[config.mk]
export PLATFORM = sky130hd
export DESIGN_NAME = axil_master_param_flat
export DESIGN_NICKNAME = d
export VERILOG_FILES = /design/src/rtl/axil_master_param_if.sv /design/src/rtl/axil_master_param.sv /design/src/flat_wrapper.sv
export SDC_FILE = /design/constraint.sdc
export NUM_CORES = 1
export LEC_CHECK = 0
export ABC_AREA = 1
export ABC_CLOCK_PERIOD_IN_PS = 3450
export CORE_ASPECT_RATIO = 1.25
export CORE_MARGIN = 2
export CORE_UTILIZATION = 48
export CTS_BUF_LIST = sky130_fd_sc_hd__clkbuf_4 sky130_fd_sc_hd__clkbuf_8
export CTS_CLUSTER_DIAMETER = 150
export DETAILED_ROUTE_END_ITERATION = 10
export HOLD_SLACK_MARGIN = 0.06
export PLACE_DENSITY_LB_ADDON = 0.1
export SLEW_MARGIN = 20
export SYNTH_ARGS = -nofsm -noshare
export SYNTH_HDL_FRONTEND = slang
export SYNTH_SLANG_ARGS = --single-unit
[constraint.sdc]
create_clock -name ACLK -period 3.45 [get_ports ACLK]
set_input_delay 0.69 -clock ACLK [delete_from_list [all_inputs] [get_ports ACLK]]
set_output_delay 0.69 -clock ACLK [all_outputs]
set_load 0.005 [all_outputs]
[src/rtl/axil_master_param_if.sv]
`default_nettype none
// ============================================================================
// Module   : axil_master_param_if
// Purpose  : AXI4-Lite bus bundle (AW/W/B/AR/R) with master and slave views.
// Revision : 1.0
// ============================================================================
interface axil_master_param_if #(
    parameter int ADDR_WIDTH = 32,
    parameter int DATA_WIDTH = 32
);
    logic                    AWVALID;
    logic                    AWREADY;
    logic [ADDR_WIDTH-1:0]   AWADDR;
    logic [2:0]              AWPROT;
    logic                    WVALID;
    logic                    WREADY;
    logic [DATA_WIDTH-1:0]   WDATA;
    logic [DATA_WIDTH/8-1:0] WSTRB;
    logic                    BVALID;
    logic                    BREADY;
    logic [1:0]              BRESP;
    logic                    ARVALID;
    logic                    ARREADY;
    logic [ADDR_WIDTH-1:0]   ARADDR;
    logic [2:0]              ARPROT;
    logic                    RVALID;
    logic                    RREADY;
    logic [DATA_WIDTH-1:0]   RDATA;
    logic [1:0]              RRESP;

    modport master (
        output AWVALID, AWADDR, AWPROT, WVALID, WDATA, WSTRB, BREADY,
               ARVALID, ARADDR, ARPROT, RREADY,
        input  AWREADY, WREADY, BVALID, BRESP, ARREADY, RVALID, RDATA, RRESP
    );

    modport slave (
        input  AWVALID, AWADDR, AWPROT, WVALID, WDATA, WSTRB, BREADY,
               ARVALID, ARADDR, ARPROT, RREADY,
        output AWREADY, WREADY, BVALID, BRESP, ARREADY, RVALID, RDATA, RRESP
    );
endinterface
`default_nettype wire

[src/rtl/axil_master_param.sv]
`default_nettype none
// ============================================================================
// Module   : axil_master_param
// Purpose  : Parametrised AXI4-Lite master with independent read/write FSMs,
//            registered response reporting and sticky response watchdogs.
// Revision : 1.0
// ============================================================================
module axil_master_param #(
    parameter int ADDR_WIDTH     = 32,
    parameter int DATA_WIDTH     = 32,
    parameter int TIMEOUT_CYCLES = 1024,
    parameter int TO_CNT_WIDTH   = 16
) (
    input  wire                      ACLK,
    input  wire                      ARESET,
    axil_master_param_if.master      m_axi,

    input  wire                      wr_cmd_valid,
    output logic                     wr_cmd_ready,
    input  wire [ADDR_WIDTH-1:0]     wr_cmd_addr,
    input  wire [DATA_WIDTH-1:0]     wr_cmd_data,
    input  wire [DATA_WIDTH/8-1:0]   wr_cmd_strb,
    input  wire [2:0]                wr_cmd_prot,
    output logic                     wr_done,
    output logic [1:0]               wr_resp,

    input  wire                      rd_cmd_valid,
    output logic                     rd_cmd_ready,
    input  wire [ADDR_WIDTH-1:0]     rd_cmd_addr,
    input  wire [2:0]                rd_cmd_prot,
    output logic                     rd_done,
    output logic [DATA_WIDTH-1:0]    rd_data,
    output logic [1:0]               rd_resp,

    output logic                     wr_timeout,
    output logic                     rd_timeout,
    input  wire                      timeout_clr
);

    typedef enum logic [1:0] {
        W_IDLE = 2'd0,
        W_REQ  = 2'd1,
        W_RESP = 2'd2
    } wr_state_t;

    typedef enum logic [1:0] {
        R_IDLE = 2'd0,
        R_ADDR = 2'd1,
        R_DATA = 2'd2
    } rd_state_t;

    // ------------------------------------------------------------------
    // Write channel
    // ------------------------------------------------------------------
    wr_state_t               r_wr_state;
    logic                    r_awvalid;
    logic                    r_wvalid;
    logic                    r_bready;
    logic                    r_aw_done;
    logic                    r_w_done;
    logic [ADDR_WIDTH-1:0]   r_awaddr;
    logic [2:0]              r_awprot;
    logic [DATA_WIDTH-1:0]   r_wdata;
    logic [DATA_WIDTH/8-1:0] r_wstrb;
    logic                    r_wr_done;
    logic [1:0]              r_wr_resp;

    logic w_aw_hs;
    logic w_w_hs;
    logic w_b_hs;

    assign w_aw_hs = r_awvalid & m_axi.AWREADY;
    assign w_w_hs  = r_wvalid  & m_axi.WREADY;
    assign w_b_hs  = r_bready  & m_axi.BVALID;

    always_ff @(posedge ACLK) begin
        if (ARESET) begin
            r_wr_state <= W_IDLE;
            r_awvalid  <= 1'b0;
            r_wvalid   <= 1'b0;
            r_bready   <= 1'b0;
            r_aw_done  <= 1'b0;
            r_w_done   <= 1'b0;
            r_awaddr   <= '0;
            r_awprot   <= 3'b000;
            r_wdata    <= '0;
            r_wstrb    <= '0;
            r_wr_done  <= 1'b0;
            r_wr_resp  <= 2'b00;
        end else begin
            r_wr_done <= 1'b0;
            case (r_wr_state)
                W_IDLE: begin
                    if (wr_cmd_valid) begin
                        r_awaddr   <= wr_cmd_addr;
                        r_awprot   <= wr_cmd_prot;
                        r_wdata    <= wr_cmd_data;
                        r_wstrb    <= wr_cmd_strb;
                        r_awvalid  <= 1'b1;
                        r_wvalid   <= 1'b1;
                        r_aw_done  <= 1'b0;
                        r_w_done   <= 1'b0;
                        r_wr_state <= W_REQ;
                    end
                end
                W_REQ: begin
                    // AW and W retire independently; B is opened once both have.
                    if (w_aw_hs) begin
                        r_awvalid <= 1'b0;
                        r_aw_done <= 1'b1;
                    end
                    if (w_w_hs) begin
                        r_wvalid <= 1'b0;
                        r_w_done <= 1'b1;
                    end
                    if ((r_aw_done | w_aw_hs) & (r_w_done | w_w_hs)) begin
                        r_bready   <= 1'b1;
                        r_wr_state <= W_RESP;
                    end
                end
                W_RESP: begin
                    if (w_b_hs) begin
                        r_bready   <= 1'b0;
                        r_wr_resp  <= m_axi.BRESP;
                        r_wr_done  <= 1'b1;
                        r_wr_state <= W_IDLE;
                    end
                end
                default: begin
                    r_wr_state <= W_IDLE;
                end
            endcase
        end
    end

    assign m_axi.AWVALID = r_awvalid;
    assign m_axi.AWADDR  = r_awaddr;
    assign m_axi.AWPROT  = r_awprot;
    assign m_axi.WVALID  = r_wvalid;
    assign m_axi.WDATA   = r_wdata;
    assign m_axi.WSTRB   = r_wstrb;
    assign m_axi.BREADY  = r_bready;

    assign wr_cmd_ready  = (r_wr_state == W_IDLE);
    assign wr_done       = r_wr_done;
    assign wr_resp       = r_wr_resp;

    // ------------------------------------------------------------------
    // Read channel
    // ------------------------------------------------------------------
    rd_state_t               r_rd_state;
    logic                    r_arvalid;
    logic                    r_rready;
    logic [ADDR_WIDTH-1:0]   r_araddr;
    logic [2:0]              r_arprot;
    logic                    r_rd_done;
    logic [DATA_WIDTH-1:0]   r_rd_data;
    logic [1:0]              r_rd_resp;

    logic w_ar_hs;
    logic w_r_hs;

    assign w_ar_hs = r_arvalid & m_axi.ARREADY;
    assign w_r_hs  = r_rready  & m_axi.RVALID;

    always_ff @(posedge ACLK) begin
        if (ARESET) begin
            r_rd_state <= R_IDLE;
            r_arvalid  <= 1'b0;
            r_rready   <= 1'b0;
            r_araddr   <= '0;
            r_arprot   <= 3'b000;
            r_rd_done  <= 1'b0;
            r_rd_data  <= '0;
            r_rd_resp  <= 2'b00;
        end else begin
            r_rd_done <= 1'b0;
            case (r_rd_state)
                R_IDLE: begin
                    if (rd_cmd_valid) begin
                        r_araddr   <= rd_cmd_addr;
                        r_arprot   <= rd_cmd_prot;
                        r_arvalid  <= 1'b1;
                        r_rd_state <= R_ADDR;
                    end
                end
                R_ADDR: begin
                    if (w_ar_hs) begin
                        r_arvalid  <= 1'b0;
                        r_rready   <= 1'b1;
                        r_rd_state <= R_DATA;
                    end
                end
                R_DATA: begin
                    if (w_r_hs) begin
                        r_rready   <= 1'b0;
                        r_rd_data  <= m_axi.RDATA;
                        r_rd_resp  <= m_axi.RRESP;
                        r_rd_done  <= 1'b1;
                        r_rd_state <= R_IDLE;
                    end
                end
                default: begin
                    r_rd_state <= R_IDLE;
                end
            endcase
        end
    end

    assign m_axi.ARVALID = r_arvalid;
    assign m_axi.ARADDR  = r_araddr;
    assign m_axi.ARPROT  = r_arprot;
    assign m_axi.RREADY  = r_rready;

    assign rd_cmd_ready  = (r_rd_state == R_IDLE);
    assign rd_done       = r_rd_done;
    assign rd_data       = r_rd_data;
    assign rd_resp       = r_rd_resp;

    // ------------------------------------------------------------------
    // Response watchdogs: index 0 = write, index 1 = read
    // ------------------------------------------------------------------
    logic [1:0] w_busy;
    logic [1:0] w_start;
    logic [1:0] w_to_flag;

    assign w_busy  = {(r_rd_state != R_IDLE), (r_wr_state != W_IDLE)};
    assign w_start = {(r_rd_state == R_IDLE) & rd_cmd_valid,
                      (r_wr_state == W_IDLE) & wr_cmd_valid};

    generate
        if (TIMEOUT_CYCLES > 0) begin : g_wdog
            localparam logic [TO_CNT_WIDTH-1:0] c_TO_LIMIT = TO_CNT_WIDTH'(TIMEOUT_CYCLES);
            localparam logic [TO_CNT_WIDTH-1:0] c_TO_LAST  = TO_CNT_WIDTH'(TIMEOUT_CYCLES - 1);

            for (genvar i = 0; i < 2; i++) begin : g_ch
                logic [TO_CNT_WIDTH-1:0] r_cnt;
                logic                    r_to;
                logic                    w_set;

                // Fires only on the step that reaches the limit, so a clear
                // during a long stall is not immediately undone.
                assign w_set = w_busy[i] & (r_cnt == c_TO_LAST);

                always_ff @(posedge ACLK) begin
                    if (ARESET) begin
                        r_cnt <= '0;
                        r_to  <= 1'b0;
                    end else begin
                        if (w_start[i]) begin
                            r_cnt <= '0;
                        end else if (w_busy[i] && (r_cnt != c_TO_LIMIT)) begin
                            r_cnt <= r_cnt + 1'b1;
                        end

                        if (w_set) begin
                            r_to <= 1'b1;
                        end else if (timeout_clr) begin
                            r_to <= 1'b0;
                        end
                    end
                end

                assign w_to_flag[i] = r_to;
            end
        end else begin : g_no_wdog
            assign w_to_flag = 2'b00;
        end
    endgenerate

    assign wr_timeout = w_to_flag[0];
    assign rd_timeout = w_to_flag[1];

endmodule
`default_nettype wire

[src/flat_wrapper.sv]
// flat-port wrapper written by rule: the top's interface ports become plain ports
module axil_master_param_flat 
#(
    parameter int ADDR_WIDTH     = 32,
    parameter int DATA_WIDTH     = 32,
    parameter int TIMEOUT_CYCLES = 1024,
    parameter int TO_CNT_WIDTH   = 16
)
  (ACLK, ARESET, wr_cmd_valid, wr_cmd_ready, wr_cmd_addr, wr_cmd_data, wr_cmd_strb, wr_cmd_prot, wr_done, wr_resp, rd_cmd_valid, rd_cmd_ready, rd_cmd_addr, rd_cmd_prot, rd_done, rd_data, rd_resp, wr_timeout, rd_timeout, timeout_clr, m_axi_AWVALID, m_axi_AWADDR, m_axi_AWPROT, m_axi_WVALID, m_axi_WDATA, m_axi_WSTRB, m_axi_BREADY, m_axi_ARVALID, m_axi_ARADDR, m_axi_ARPROT, m_axi_RREADY, m_axi_AWREADY, m_axi_WREADY, m_axi_BVALID, m_axi_BRESP, m_axi_ARREADY, m_axi_RVALID, m_axi_RDATA, m_axi_RRESP);
  axil_master_param_if #(.ADDR_WIDTH(ADDR_WIDTH), .DATA_WIDTH(DATA_WIDTH)) m_axi_i ();
  input  wire ACLK;
  input  wire ARESET;
  input  wire wr_cmd_valid;
  output logic wr_cmd_ready;
  input  wire [ADDR_WIDTH-1:0] wr_cmd_addr;
  input  wire [DATA_WIDTH-1:0] wr_cmd_data;
  input  wire [DATA_WIDTH/8-1:0] wr_cmd_strb;
  input  wire [2:0] wr_cmd_prot;
  output logic wr_done;
  output logic [1:0] wr_resp;
  input  wire rd_cmd_valid;
  output logic rd_cmd_ready;
  input  wire [ADDR_WIDTH-1:0] rd_cmd_addr;
  input  wire [2:0] rd_cmd_prot;
  output logic rd_done;
  output logic [DATA_WIDTH-1:0] rd_data;
  output logic [1:0] rd_resp;
  output logic wr_timeout;
  output logic rd_timeout;
  input  wire timeout_clr;
  output wire logic [$bits(m_axi_i.AWVALID)-1:0] m_axi_AWVALID;
  output wire logic [$bits(m_axi_i.AWADDR)-1:0] m_axi_AWADDR;
  output wire logic [$bits(m_axi_i.AWPROT)-1:0] m_axi_AWPROT;
  output wire logic [$bits(m_axi_i.WVALID)-1:0] m_axi_WVALID;
  output wire logic [$bits(m_axi_i.WDATA)-1:0] m_axi_WDATA;
  output wire logic [$bits(m_axi_i.WSTRB)-1:0] m_axi_WSTRB;
  output wire logic [$bits(m_axi_i.BREADY)-1:0] m_axi_BREADY;
  output wire logic [$bits(m_axi_i.ARVALID)-1:0] m_axi_ARVALID;
  output wire logic [$bits(m_axi_i.ARADDR)-1:0] m_axi_ARADDR;
  output wire logic [$bits(m_axi_i.ARPROT)-1:0] m_axi_ARPROT;
  output wire logic [$bits(m_axi_i.RREADY)-1:0] m_axi_RREADY;
  input wire logic [$bits(m_axi_i.AWREADY)-1:0] m_axi_AWREADY;
  input wire logic [$bits(m_axi_i.WREADY)-1:0] m_axi_WREADY;
  input wire logic [$bits(m_axi_i.BVALID)-1:0] m_axi_BVALID;
  input wire logic [$bits(m_axi_i.BRESP)-1:0] m_axi_BRESP;
  input wire logic [$bits(m_axi_i.ARREADY)-1:0] m_axi_ARREADY;
  input wire logic [$bits(m_axi_i.RVALID)-1:0] m_axi_RVALID;
  input wire logic [$bits(m_axi_i.RDATA)-1:0] m_axi_RDATA;
  input wire logic [$bits(m_axi_i.RRESP)-1:0] m_axi_RRESP;
  assign m_axi_AWVALID = m_axi_i.AWVALID;
  assign m_axi_AWADDR = m_axi_i.AWADDR;
  assign m_axi_AWPROT = m_axi_i.AWPROT;
  assign m_axi_WVALID = m_axi_i.WVALID;
  assign m_axi_WDATA = m_axi_i.WDATA;
  assign m_axi_WSTRB = m_axi_i.WSTRB;
  assign m_axi_BREADY = m_axi_i.BREADY;
  assign m_axi_ARVALID = m_axi_i.ARVALID;
  assign m_axi_ARADDR = m_axi_i.ARADDR;
  assign m_axi_ARPROT = m_axi_i.ARPROT;
  assign m_axi_RREADY = m_axi_i.RREADY;
  assign m_axi_i.AWREADY = m_axi_AWREADY;
  assign m_axi_i.WREADY = m_axi_WREADY;
  assign m_axi_i.BVALID = m_axi_BVALID;
  assign m_axi_i.BRESP = m_axi_BRESP;
  assign m_axi_i.ARREADY = m_axi_ARREADY;
  assign m_axi_i.RVALID = m_axi_RVALID;
  assign m_axi_i.RDATA = m_axi_RDATA;
  assign m_axi_i.RRESP = m_axi_RRESP;
  axil_master_param #(.ADDR_WIDTH(ADDR_WIDTH), .DATA_WIDTH(DATA_WIDTH), .TIMEOUT_CYCLES(TIMEOUT_CYCLES), .TO_CNT_WIDTH(TO_CNT_WIDTH)) u_core (.ACLK(ACLK), .ARESET(ARESET), .m_axi(m_axi_i), .wr_cmd_valid(wr_cmd_valid), .wr_cmd_ready(wr_cmd_ready), .wr_cmd_addr(wr_cmd_addr), .wr_cmd_data(wr_cmd_data), .wr_cmd_strb(wr_cmd_strb), .wr_cmd_prot(wr_cmd_prot), .wr_done(wr_done), .wr_resp(wr_resp), .rd_cmd_valid(rd_cmd_valid), .rd_cmd_ready(rd_cmd_ready), .rd_cmd_addr(rd_cmd_addr), .rd_cmd_prot(rd_cmd_prot), .rd_done(rd_done), .rd_data(rd_data), .rd_resp(rd_resp), .wr_timeout(wr_timeout), .rd_timeout(rd_timeout), .timeout_clr(timeout_clr));
endmodule
**Yosys cells after proc, flatten, opt, wreduce, memory -nomap -nowiden**

Index checks and enable logic that the tools add are counted.
Widths: inputs -> output; s select.

- Register bits: 189
- Input bits: 152
- Logic and storage cells: 115

- Add/subtract/negate cells: 2
- Eq/ne operators: 16
- Muxes and demuxes: 32
- Bitwise logic cells: 14
- Reduce and logical (&&, ||, !) cells: 27

Operators by type and width:

| operator | number |
|---|---|
| $add 16x1->16 const B | 2 |
| $eq 16x10->1 const B | 2 |
| $ne 16x11->1 const B | 2 |
| $reduce_and 3->1 | 7 |
| $mux 1 | 17 |
| $reduce_bool 2->1 | 8 |
| $pmux 1 s2 | 7 |
| $mux 2 | 6 |
| $ne 2x1->1 const B | 6 |
| $pmux 2 s3 | 2 |
| $and 1x1->1 | 10 |
| $reduce_and 2->1 | 4 |
| $reduce_or 2->1 | 4 |
| $eq 2x1->1 const B | 2 |
| $eq 2x2->1 const B | 2 |
| $logic_not 2->1 | 2 |
| $ne 2x2->1 const B | 2 |
| $logic_and 1x1->1 | 2 |
| $not 1->1 | 2 |
| $or 1x1->1 | 2 |

**Longest topological paths before layout**

- Word-level depth: 5
- Mapped depth: 10
- Depth with buffers taken out: 10

**Worst setup path before layout**

OpenSTA, ideal clock, no wires.

- Kind: register to register
- Start: reg u_core.r_wr_state[0]
- End: reg u_core.g_wdog.g_ch[0].r_cnt[10]
- Data arrival time: 1,440 ps
- Required time: 3,380 ps
- Path slack: 1,940 ps
- Stages on the path, launching flop included: 9
- Clock period less this slack: 1,510 ps
- Cell sequence: dfxtp_1 -> inv_1 -> ha_1 -> nand2_2 -> inv_2 -> nor2_2 -> inv_2 -> buf_4 -> a21oi_1

- Word-level cells in the longest chain between the ends: 3

RTL lines:

| item | RTL line | RTL |
|---|---|---|
| from (decl) | axil_master_param.sv:55 | `wr_state_t r_wr_state;` |
| from (signal assigned) | axil_master_param.sv:78 | `r_wr_state <= W_IDLE;` |
| from (signal assigned) | axil_master_param.sv:103 | `r_wr_state <= W_REQ;` |
| from (signal assigned) | axil_master_param.sv:118 | `r_wr_state <= W_RESP;` |
| $logic_not 2->1 | -- |  |
| named net wr_cmd_ready | flat_wrapper.sv:14 | `output logic wr_cmd_ready;` |
| $and 1x1->1 | axil_master_param.sv:229 | `(r_wr_state == W_IDLE) & wr_cmd_valid};` |
| $reduce_or 2->1 (no source line) | -- |  |
| to (signal assigned) | axil_master_param.sv:253 | `r_cnt <= r_cnt + 1'b1;` |
| to (decl) | axil_master_param.sv:237 | `logic [TO_CNT_WIDTH-1:0] r_cnt;` |

The timed path passes the listed nets, and every way through them passes these cells.
A chain may end at the register's enable or synchronous reset.

**Worst setup path after layout**

- Start: reg u_core.r_rd_state[1]
- End: out rd_cmd_ready

- Word-level cells in the longest chain between the ends: 1

RTL lines:

| item | RTL line | RTL |
|---|---|---|
| from (decl) | axil_master_param.sv:151 | `rd_state_t r_rd_state;` |
| from (signal assigned) | axil_master_param.sv:168 | `r_rd_state <= R_IDLE;` |
| from (signal assigned) | axil_master_param.sv:184 | `r_rd_state <= R_ADDR;` |
| from (signal assigned) | axil_master_param.sv:191 | `r_rd_state <= R_DATA;` |
| $logic_not 2->1 | axil_master_param.sv:215 | `assign rd_cmd_ready = (r_rd_state == R_IDLE);` |
| to (decl) | flat_wrapper.sv:22 | `output logic rd_cmd_ready;` |

Every way passes these cells.

==> metrics <==
Post-CTS Resized=0; dpl cells=around 1500; final wirelength=approximately 23000 um; Nets=between 1000 and 1500; CTS Buf Count=17; remaining routing DRC violations=0; count leader, synth=nor2_1; pins over their slew limit=0; Reg clk slew, reported paths=roughly 0.09 ns; post-route cell area=11200 sq um; Root Driver=clkbuf_8; Sw Ratio=0.340; RSZ-0062 raised after global routing=no; CP max stage delay=0.58 ns; Static Leak=roughly 0.0042 uW; CP required=between 2 and 3 ns; initial core utilization=0.491; Final Hold Violating Endpoints=0; Synth Warn #=0; arrival time at the worst endpoint=1.87 ns; row count=between 50 and 60; hold_buf cts=0; CP Launch Type=flip-flop; initial antenna violation count=4; Mapped Area=7640 sq um; total of fill cells in the finished design=about 1300; Max-cap violations=0; CTS Sinks=189; Final period util=0.742; Distinct cells, synth=29; largest cells by area after synthesis=dfxtp_1 (50%), nor2_1 (14%), o21ai_0 (9.8%); Die H=between 100 and 150 um; largest net degree at the start of global routing=73; Syn Inst Count=slightly above 1000; Finished Layout Cells=between 1500 and 2000; worst-path cell chain=inv_1 > ha_1 > clkdlybuf4s50_1; crit path max fanout=6; gr ovfl total=0; Seq/Total Area, Yosys=0.495; clock period minus worst slack=roughly 2.6 ns; Hold WC Path Type=reg2reg; Setup TNS=0 ns; Worst-Margin Slew=around 0.7 ns; Tot GR Track Use=0.265; clk_lat worst skew=0.47 ns; peak ir drop on the vdd network=approximately 0.38 mV; Core Footprint=around 16000 sq um; Top FF cell, synth=dfxtp_1; Clk pwr share=0.219; First-pass DRT Iterations=4; post-DP HPWL=between 15000 and 20000 um; Synth top area share=0.495; DIE AREA=~17000 sq um; Layout Utilization=0.719; Switch Pwr=~2300 uW; CTS tree=yes; vias per cell=just under 5; Max Buffers Root-to-Sink=2; postcts setup bufs=0; syn nets=~1200; Top Family by Delay on Critical Path=buffers and inverters; RePlAce Congestion=0.880; Clock Skews=~0.016 ns; number of global-route vias before repair=approximately 6800; CP Capture Type=output pin; outcome=finished, final reports clean; share of post-route cells with drive strength above 1=0.0590; Die X=between 100 and 150 um; Worst path slowest cell=clkdlybuf4s50_1; 1st-iter DRT viols=388; Avg Cell Area, Syn=7.43 sq um; DP Area=~11000 sq um; Synth Register Bits=about 190; Async SR Flop Fraction=0; Cell Pwr Density=601 nW/um^2; internal power=around 4400 uW; port bufs=between 300 and 400; critical path class=reg2out; Gate power share=0.363; Yosys top cell by area=dfxtp_1; Buf/Inv on CP=2; Vias=7393; Rel. slew slack=0.546; Final setup viols=0; Layout area overhead=46.5%; Max H-tree Level=4; number of synthesized flops with an enable pin=0; Routed WL per cell=around 15 um; Final Power=around 6700 uW; list of most frequent post-synthesis cells=nor2_1 (283), dfxtp_1 (189), o21ai_0 (149), nand2_1 (120), inv_1 (78); IO Count=between 300 and 400; fmax=approximately 400 MHz; Seq pwr share=0.418; first-pass GRT wire length=around 35000 um; post-route ant nets=0
==> cell usage in the layout (no fill, tap or decap), types with 3 or more instances in the layout <==
| cell type | netlist | routed |
|---|---|---|
| clkdlybuf4s50_1 | 0 | 304 |
| nor2_1 | 283 | 283 |
| dfxtp_1 | 189 | 189 |
| o21ai_0 | 149 | 149 |
| nand2_1 | 120 | 120 |
| inv_1 | 78 | 77 |
| a21oi_1 | 59 | 59 |
| nand3_1 | 22 | 21 |
| clkbuf_8 | 0 | 18 |
| ha_1 | 12 | 12 |
| a21oi_2 | 10 | 10 |
| nand4_1 | 9 | 9 |
| buf_4 | 3 | 9 |
| xor2_1 | 8 | 8 |
| nor2_2 | 6 | 6 |
| xnor2_1 | 6 | 6 |
| nand2_2 | 5 | 5 |
| clkinv_2 | 0 | 5 |
| inv_2 | 4 | 4 |
| nor2_4 | 4 | 4 |
| diode_2 | 0 | 3 |
| nand2_4 | 3 | 3 |
| clkinvlp_4 | 0 | 3 |
==> worst register-to-register path, delay by kind of cell, from the launching register on <==
family	cells	cell delay, ns
AND/OR/NAND/NOR	3	0.29
flip-flops	1	0.32
buffers and inverters	3	0.93
adder cells (fa/ha/maj)	1	0.36
==> flip-flops by register name, summed over array words and instances, names as in the netlist, 3 cells and up <==
signal                    cells
u_core.m_axi.ARADDR          32
u_core.m_axi.ARPROT           3
u_core.m_axi.AWADDR          32
u_core.g_wdog.g_ch.r_cnt     32
u_core.m_axi.WDATA           32
u_core.m_axi.AWPROT           3
u_core.rd_data               32
u_core.m_axi.WSTRB            4
==> kinds of logic (layout without fill, tap and decap cells) <==
| kind of cell | Yosys count | in the layout | share of synthesized area |
|---|---|---|---|
| AND/OR/NAND/NOR | 456 | 456 | 0.242 |
| AO/OA/AOI/OAI | 222 | 222 | 0.152 |
| flip-flops | 189 | 189 | 0.495 |
| buffers and inverters | 135 | 429 | 0.0747 |
| XOR/XNOR | 14 | 14 | 0.0160 |
| adder cells (fa/ha/maj) | 12 | 12 | 0.0196 |
| other | 0 | 3 | 0 |
==> routing by layer <==
layer	vias to the layer above	global-route usage	share of wire
met5	-	0	0.00058
met2	261	0.451	0.49
met4	2	0.105	0.031
li1	3812	-	-
met1	3284	0.288	0.38
met3	34	0.110	0.091
==> layout make-up <==
class	instances	area, sq um	share of cell area
Multi-Input combinational cell	704	3300	0.295
Clock inverter	13	140	0.0125
Antenna cell	3	7.51	0.000671
Timing Repair Buffer	314	3130	0.280
Tap cell	212	265	0.0237
Sequential cell	189	3780	0.338
Inverter	83	313	0.0279
Clock buffer	19	255	0.0228
==> per-stage QoR <==
stage / hold WS (ns) / worst slack [ns]
2_1_floorplan: 0.440 / 1.94
3_3_place_gp: 0.429 / 0.731
3_5_place_dp: 0.435 / 0.648
4_1_cts: 0.448 / 0.834
5_1_grt: 0.465 / 0.787
6_report: 0.448 / 0.888
==> power groups by stage <==
stage,clock (uW),sequential [uW],combinational (uW)
detailed placement,0,2860,2460
finish,1470,2810,2450
floorplan,0,2880,1200
global placement,0,2840,2430
CTS,1500,2810,2470
global route,1610,2870,2710
==> final timing paths <==
path,startpoint,to,slack (ns),cells past startpoint
min reg2reg,u_core.rd_data[28],u_core.rd_data[28],0.45,2
min,u_core.rd_data[28],u_core.rd_data[28],0.45,2
max,u_core.r_rd_state[1],rd_cmd_ready,0.89,3
max reg2reg,u_core.r_wr_state[1],u_core.m_axi.WDATA[26],1.49,7
No activity file was read; power rests on OpenSTA's default activity.
==> edit 1: new RTL, same flow settings <==
The 3 states of `rd_state_t` get a one-hot encoding in 3 bits.
--- a/src/rtl/axil_master_param.sv
+++ b/src/rtl/axil_master_param.sv
@@ -43,10 +43,10 @@
         W_RESP = 2'd2
     } wr_state_t;
 
-    typedef enum logic [1:0] {
-        R_IDLE = 2'd0,
-        R_ADDR = 2'd1,
-        R_DATA = 2'd2
+    typedef enum logic [2:0] {
+        R_IDLE = 3'b001,
+        R_ADDR = 3'b010,
+        R_DATA = 3'b100
     } rd_state_t;
 
     // ------------------------------------------------------------------
Behaviour: no difference found for any inputs over 4 cycles, from zero or initial values and one cycle with ARESET high; so few cycles prove little.
==> edit 1 against the unedited design <==
Synthesized area is 0.74% higher; synthesized cell count is 1.5% higher; wire length is 1.2% lower; via count is 1.9% higher; sequential power is 6% lower; combinational power is 27% lower; power is 9.1% lower; final area is 0.67% higher; setup slack better by 0.22 ns; sequential cell count is 1 higher; critical path depth stayed put; critical path type unchanged; largest cell class unchanged; highest routed layer is now met4.
==> edit 1: results (changes against the unedited design) <==
.. list-table::
   :header-rows: 1

   * - Metric
     - Value
   * - Pin count of the biggest net entering global routing
     - 73 (unchanged)
   * - Netlist cell types
     - 27 (-6.9%)
   * - Maximum count of clock buffers along a single path
     - 2 (unchanged)
   * - Number of antenna violations at the first check in global routing
     - 0 (-4)
   * - VDD IR-drop max
     - 0.3752 mV (-2.3%)
   * - Last weighted congestion value of the routability-driven placer
     - 0.8936 (+1.5%)
   * - Reported leakage power
     - 4.222 nW (+0.37%)
   * - Overall routing resource usage
     - 0.2618 (-0.003516)
   * - Inserted Clock Buffers
     - 17 (unchanged)
   * - First-pass GRT wire length
     - 34,880 um (-0.37%)
   * - Path class of the lowest-slack min-delay path
     - reg2reg
   * - Crit-path leading delay family
     - buffers and inverters
   * - Clk_skew
     - 0.01555 ns (-0.0008383 ns)
   * - Result of the run
     - finished clean
   * - Most numerous cell types in the synthesized netlist
     - sky130_fd_sc_hd__nor2_1 (217), sky130_fd_sc_hd__dfxtp_1 (190), sky130_fd_sc_hd__nand2_1 (165)
   * - Cell depth of the worst flop-to-flop path
     - 7 (unchanged)
   * - Number of gates given a new drive strength after cts
     - 0 (unchanged)
   * - Number of cells on the worst hold path
     - 2 (unchanged)
   * - Largest driver fanout on the critical path
     - 4 (-2)
   * - First-pass DRT Iterations
     - 4 (unchanged)
   * - Synth area leaders
     - sky130_fd_sc_hd__dfxtp_1 (49%), sky130_fd_sc_hd__nor2_1 (11%), sky130_fd_sc_hd__nand2_1 (8.0%)
   * - Number of DRC markers after the initial detailed-route iteration
     - 427 (+10%)
   * - Worst setup timing slack at the placement stage
     - 0.9662 ns (+0.3183 ns)
   * - Via count of the first global-routing pass
     - 7,019 (+3.8%)
   * - Post-layout net count
     - 1,476 (+0.20%)
   * - Fraction of final layout cells with drive strength greater than 1
     - 0.05267 (-0.006330)
   * - Cell at the slowest stage of the critical path
     - sky130_fd_sc_hd__clkdlybuf4s50_1
   * - DR vias/cell
     - 4.886 (+1.6%)
   * - Root Buffer
     - sky130_fd_sc_hd__clkbuf_8
   * - Remaining max-slew budget at the tightest pin
     - 0.4387 (-0.1073)
   * - Ant diodes
     - 0 (-3)
   * - Sequential cell area fraction in the yosys report
     - 0.4941 (-0.001020)
   * - Quantity of I/O buffers inserted on ports
     - 304 (unchanged)
   * - Slowest stage delay, CP
     - 0.55 ns (-0.03 ns)
   * - HPWL Detailed
     - 16,260 um (-2.9%)
   * - Fraction of registers with async set/reset
     - 0 (unchanged)
   * - Critical Path AT
     - 1.65 ns (-0.22 ns)
   * - Syn_nets
     - 1,203 (+0.92%)
   * - Average wire per cell in the routed design
     - 14.45 um (-1.5%)
-- edit 1: cell types whose count changed in the layout (fill, tap and decap cells not counted), sizes merged, moves of 2 or more --
cell and change:
a21oi +31, nor2 -68, bufinv +3, inv -3, nand4 +9, nand2 +43
nand3 +38, clkinvlp -3, nor3 +2, ha -4, diode -3, o21ai -41
-- edit 1: kinds of logic (layout without fill, tap and decap cells) --
| logic type | after synthesis | count (layout) | synth area share |
|---|---|---|---|
| AOI/OAI and AO/OA | 212 | 212 | 0.1424 |
| DFF | 190 | 190 | 0.4941 |
| adders and majority gates | 8 | 8 | 0.01300 |
| and+or+nand+nor | 479 | 479 | 0.2591 |
| xor gates and xnor gates | 14 | 14 | 0.01593 |
| buffers and inverters | 140 | 426 | 0.07557 |
-- edit 1: stage by stage --
| stage | std cells | instance area [um^2] |
|---|---|---|
| 2_1_floorplan | 1043 | 7699 |
| 3_3_place_gp | 1509 | 10800 |
| 3_5_place_dp | 1509 | 10800 |
| 4_1_cts | 1541 | 11270 |
| 5_1_grt | 1541 | 11270 |
| 6_report | 1541 | 11270 |
-- edit 1: final cells by class --
class,count,area [um^2]
inverter,81,304.0
clock buffer,20,269.0
sequential,190,3804
timing repair buffer,313,3105
multi-input combinational,713,3319
clock inverter,12,203.9
fill,1298,4363
tap,212,265.3
-- edit 1: power breakdown --
group          switching [W]  internal, W  leakage (nW)  total (W)
registers           0.000156      0.00248          1.55    0.00264
clock network       0.000779     0.000917         0.242    0.00170
logic               0.000917     0.000872          2.43    0.00179
total                0.00185      0.00427          4.22    0.00612
-- edit 1: layer usage --
| metal | track usage | part of all wire | vias up |
|---|---|---|---|
| met1 | 0.2915 | 0.39 | 3409 |
| met2 | 0.4526 | 0.51 | 206 |
| met3 | 0.09121 | 0.075 | 36 |
| met5 | 0 | 0 | - |
| li1 | - | - | 3879 |
| met4 | 0.09706 | 0.027 | 0 |
-- edit 1: worst min-delay path, stage by stage, from the launching register on --
cell	delay [ns]
sky130_fd_sc_hd__dfxtp_1	0.32
sky130_fd_sc_hd__inv_1	0.05
sky130_fd_sc_hd__a21oi_1	0.05
-- edit 1: final timing paths --
path	start	to	slack [ns]
worst max-delay path	u_core.r_wr_state[1]$_SDFFE_PP0P_	wr_cmd_ready	1.11
worst min-delay path	u_core.rd_data[30]$_SDFFE_PP0P_	u_core.rd_data[30]$_SDFFE_PP0P_	0.45
worst max register to register	u_core.r_rd_state[2]$_SDFFE_PP0P_	u_core.g_wdog.g_ch[1].r_cnt[15]$_SDFFE_PP0P_	1.43
worst min register to register	u_core.rd_data[30]$_SDFFE_PP0P_	u_core.rd_data[30]$_SDFFE_PP0P_	0.45
==> edit 2: new RTL, same settings <==
Made on the original files. `TIMEOUT_CYCLES` is set to 1024 in 2 places; all go to 512.
--- a/src/rtl/axil_master_param.sv
+++ b/src/rtl/axil_master_param.sv
@@ -8,7 +8,7 @@
 module axil_master_param #(
     parameter int ADDR_WIDTH     = 32,
     parameter int DATA_WIDTH     = 32,
-    parameter int TIMEOUT_CYCLES = 1024,
+    parameter int TIMEOUT_CYCLES = 512,
     parameter int TO_CNT_WIDTH   = 16
 ) (
     input  wire                      ACLK,
--- a/src/flat_wrapper.sv
+++ b/src/flat_wrapper.sv
@@ -3,7 +3,7 @@
 #(
     parameter int ADDR_WIDTH     = 32,
     parameter int DATA_WIDTH     = 32,
-    parameter int TIMEOUT_CYCLES = 1024,
+    parameter int TIMEOUT_CYCLES = 512,
     parameter int TO_CNT_WIDTH   = 16
 )
   (ACLK, ARESET, wr_cmd_valid, wr_cmd_ready, wr_cmd_addr, wr_cmd_data, wr_cmd_strb, wr_cmd_prot, wr_done, wr_resp, rd_cmd_valid, rd_cmd_ready, rd_cmd_addr, rd_cmd_prot, rd_done, rd_data, rd_resp, wr_timeout, rd_timeout, timeout_clr, m_axi_AWVALID, m_axi_AWADDR, m_axi_AWPROT, m_axi_WVALID, m_axi_WDATA, m_axi_WSTRB, m_axi_BREADY, m_axi_ARVALID, m_axi_ARADDR, m_axi_ARPROT, m_axi_RREADY, m_axi_AWREADY, m_axi_WREADY, m_axi_BVALID, m_axi_BRESP, m_axi_ARREADY, m_axi_RVALID, m_axi_RDATA, m_axi_RRESP);
Check against the original RTL: no difference found for any inputs over 4 cycles, from zero or initial values and one cycle with ARESET high; that may be too few to reach the edited logic, so the function may still have changed.
==> edit 2 against the unedited design <==
Highest routed layer is now met4; register-to-register slack got worse by 0.15 ns; fmax is 1.2% higher; utilization decreased by 1.4 points; largest power group unchanged; setup slack better by 0.030 ns; power down 0.26%; clock skew is 0.0058 ns lower; sequential cell count unchanged; final area is 0.84% higher; wire length down 0.26%; clock power down 4%; sequential power about the same; synthesized area increased by 1.8%; first-iteration DRC count increased by 19%; synthesized cell count is 0.88% higher.
==> edit 2: results (changes against the unedited design) <==
.. list-table::
   :header-rows: 1

   * - Metric
     - Value
   * - Netlist cell types
     - 27 (-6.9%)
   * - Synth area leaders
     - sky130_fd_sc_hd__dfxtp_1 (49%), sky130_fd_sc_hd__nor2_1 (13%), sky130_fd_sc_hd__o21ai_0 (9.7%)
   * - Syn_nets
     - 1,201 (+0.76%)
   * - Destination of the worst register-to-register timing path
     - u_core.g_wdog.g_ch[1].r_cnt[15]$_SDFFE_PP0P_
   * - R2R Path Start
     - u_core.r_rd_state[1]$_SDFFE_PP0P_
   * - Sequential cell area fraction in the yosys report
     - 0.4864 (-0.008680)
   * - Last weighted congestion value of the routability-driven placer
     - 0.8680 (-1.4%)
   * - Aggregate routed wire length
     - 22,480 um (-0.26%)
   * - Worst min-delay path startpoint
     - u_core.rd_data[28]$_SDFFE_PP0P_
   * - Clk_skew
     - 0.01061 ns (-0.005779 ns)
   * - Post-Synthesis Cells
     - 1,037 (+0.88%)
   * - Placed cell area
     - 10,900 um^2 (+1.1%)
   * - Result of the run
     - finished clean
   * - Via total after detailed routing
     - 7,434 (+0.55%)
   * - Slowest stage delay, CP
     - between 0.5 and 0.6 ns
   * - Leading register cell type out of synthesis
     - sky130_fd_sc_hd__dfxtp_1
   * - Min-Delay Endpoint
     - u_core.rd_data[28]$_SDFFE_PP0P_
   * - Largest driver fanout on the critical path
     - 5 (-1)
   * - Overall routing resource usage
     - 0.2619 (-0.003463)
   * - Filler instances
     - 1,358 (+2.0%)
   * - Setup slack of the most critical reg-to-reg path
     - 1.34 ns (-0.15 ns)
   * - Via count of the first global-routing pass
     - 7,130 (+5.4%)
   * - Final Non-Filler Cells
     - 1,545 (+0.52%)
   * - First-pass GRT wire length
     - 35,850 um (+2.4%)
   * - Most numerous cell types in the synthesized netlist
     - sky130_fd_sc_hd__nor2_1 (277), sky130_fd_sc_hd__dfxtp_1 (189), sky130_fd_sc_hd__o21ai_0 (151)
   * - Fraction of final layout cells with drive strength greater than 1
     - 0.07154 (+0.01253)
   * - Path class of the lowest-slack min-delay path
     - reg2reg
   * - Maximum count of clock buffers along a single path
     - 2 (unchanged)
   * - Final global-route overflow total
     - 0 (unchanged)
   * - Root Buffer
     - sky130_fd_sc_hd__clkbuf_8
   * - HPWL Detailed
     - 16,430 um (-2.0%)
   * - Number of antenna violations at the first check in global routing
     - 0 (-4)
   * - Critical Path AT
     - 1.84 ns (-0.03 ns)
   * - Quantity of I/O buffers inserted on ports
     - 304 (unchanged)
   * - Least-Margin Pin Slew
     - 0.8092 ns (+0.1281 ns)
   * - First-pass DRT Iterations
     - 4 (unchanged)
   * - Cell at the slowest stage of the critical path
     - sky130_fd_sc_hd__clkdlybuf4s50_1
   * - VDD IR-drop max
     - 0.3628 mV (-5.5%)
   * - Reported leakage power
     - 4.238 nW (+0.76%)
   * - Number of DRC markers after the initial detailed-route iteration
     - 462 (+19%)
   * - Worst slack on hold paths
     - 0.4479 ns (+0.0002010 ns)
[edit 2: cell count changes after synthesis, moves of 3 or more]
| cell | unedited run | this run |
|---|---|---|
| sky130_fd_sc_hd__nand2_2 | 5 | 15 |
| sky130_fd_sc_hd__nand4_1 | 9 | 19 |
| sky130_fd_sc_hd__a21oi_2 | 10 | 18 |
| sky130_fd_sc_hd__nand2_1 | 120 | 114 |
| sky130_fd_sc_hd__nor2_1 | 283 | 277 |
| sky130_fd_sc_hd__a21oi_1 | 59 | 54 |
| sky130_fd_sc_hd__xnor2_1 | 6 | 3 |
[edit 2: logic make-up after synthesis]
kind of cell / count (synthesis) / synth area share
compound gates: 225 / 0.1563
xor+xnor: 12 / 0.01351
fa+ha+maj: 12 / 0.01930
flops: 189 / 0.4864
buf+inv: 132 / 0.07190
simple gates: 467 / 0.2525
[edit 2: cell type report]
class	instances	area (um^2)	share of cell area
multi-input cells	716	3448	0.3054
well taps	216	270.3	0.02394
clock buffers	22	290.3	0.02571
inverters	81	305.3	0.02704
diodes	1	2.502	0.0002217
flip-flops and latches	189	3784	0.3351
repair buffers	310	3100	0.2746
clock inverters	10	88.84	0.007869
[edit 2: worst max-delay path by stage]
stage / to / slack, ns / from / cells after the start
floorplan: u_core.rd_data[13]$_SDFFE_PP0P_ / 1.89 / m_axi_RVALID / 4
global placement: u_core.rd_data[31]$_SDFFE_PP0P_ / 0.78 / m_axi_RVALID / 4
detailed placement: u_core.rd_data[7]$_SDFFE_PP0P_ / 0.68 / m_axi_RVALID / 4
CTS: rd_cmd_ready / 0.88 / u_core.r_rd_state[1]$_SDFFE_PP0P_ / 3
global route: rd_cmd_ready / 0.84 / u_core.r_rd_state[1]$_SDFFE_PP0P_ / 3
finish: rd_cmd_ready / 0.92 / u_core.r_rd_state[1]$_SDFFE_PP0P_ / 3
[edit 2: stage by stage]
step                      setup WS, ns  utilization  power, W
after CTS                       0.8825       0.7047  0.006789
final                           0.9185       0.7054  0.006716
after global placement          0.7822       0.6811  0.005335
after global routing            0.8435       0.7052  0.007196
after floorplan                  1.887            -  0.004146
after detailed placement        0.6841       0.6811  0.005371
[edit 2: per-layer routing]
layer | share of wire | up-vias | global-route usage | wire (um)
met1 | 0.40 | 3323 | 0.2905 | 9058
met3 | 0.064 | 47 | 0.08750 | 1429
met2 | 0.50 | 204 | 0.4602 | 11290
met4 | 0.031 | 0 | 0.1054 | 703
met5 | 0 | - | 0 | 0
li1 | - | 3860 | - | -
[edit 2: power breakdown]
group | leakage (nW) | internal [W] | total, W | switching [W]
registers | 1.55 | 0.00259 | 0.00282 | 0.000231
logic | 2.49 | 0.00119 | 0.00249 | 0.00130
clock network | 0.200 | 0.000643 | 0.00141 | 0.000763
total | 4.24 | 0.00442 | 0.00672 | 0.00230
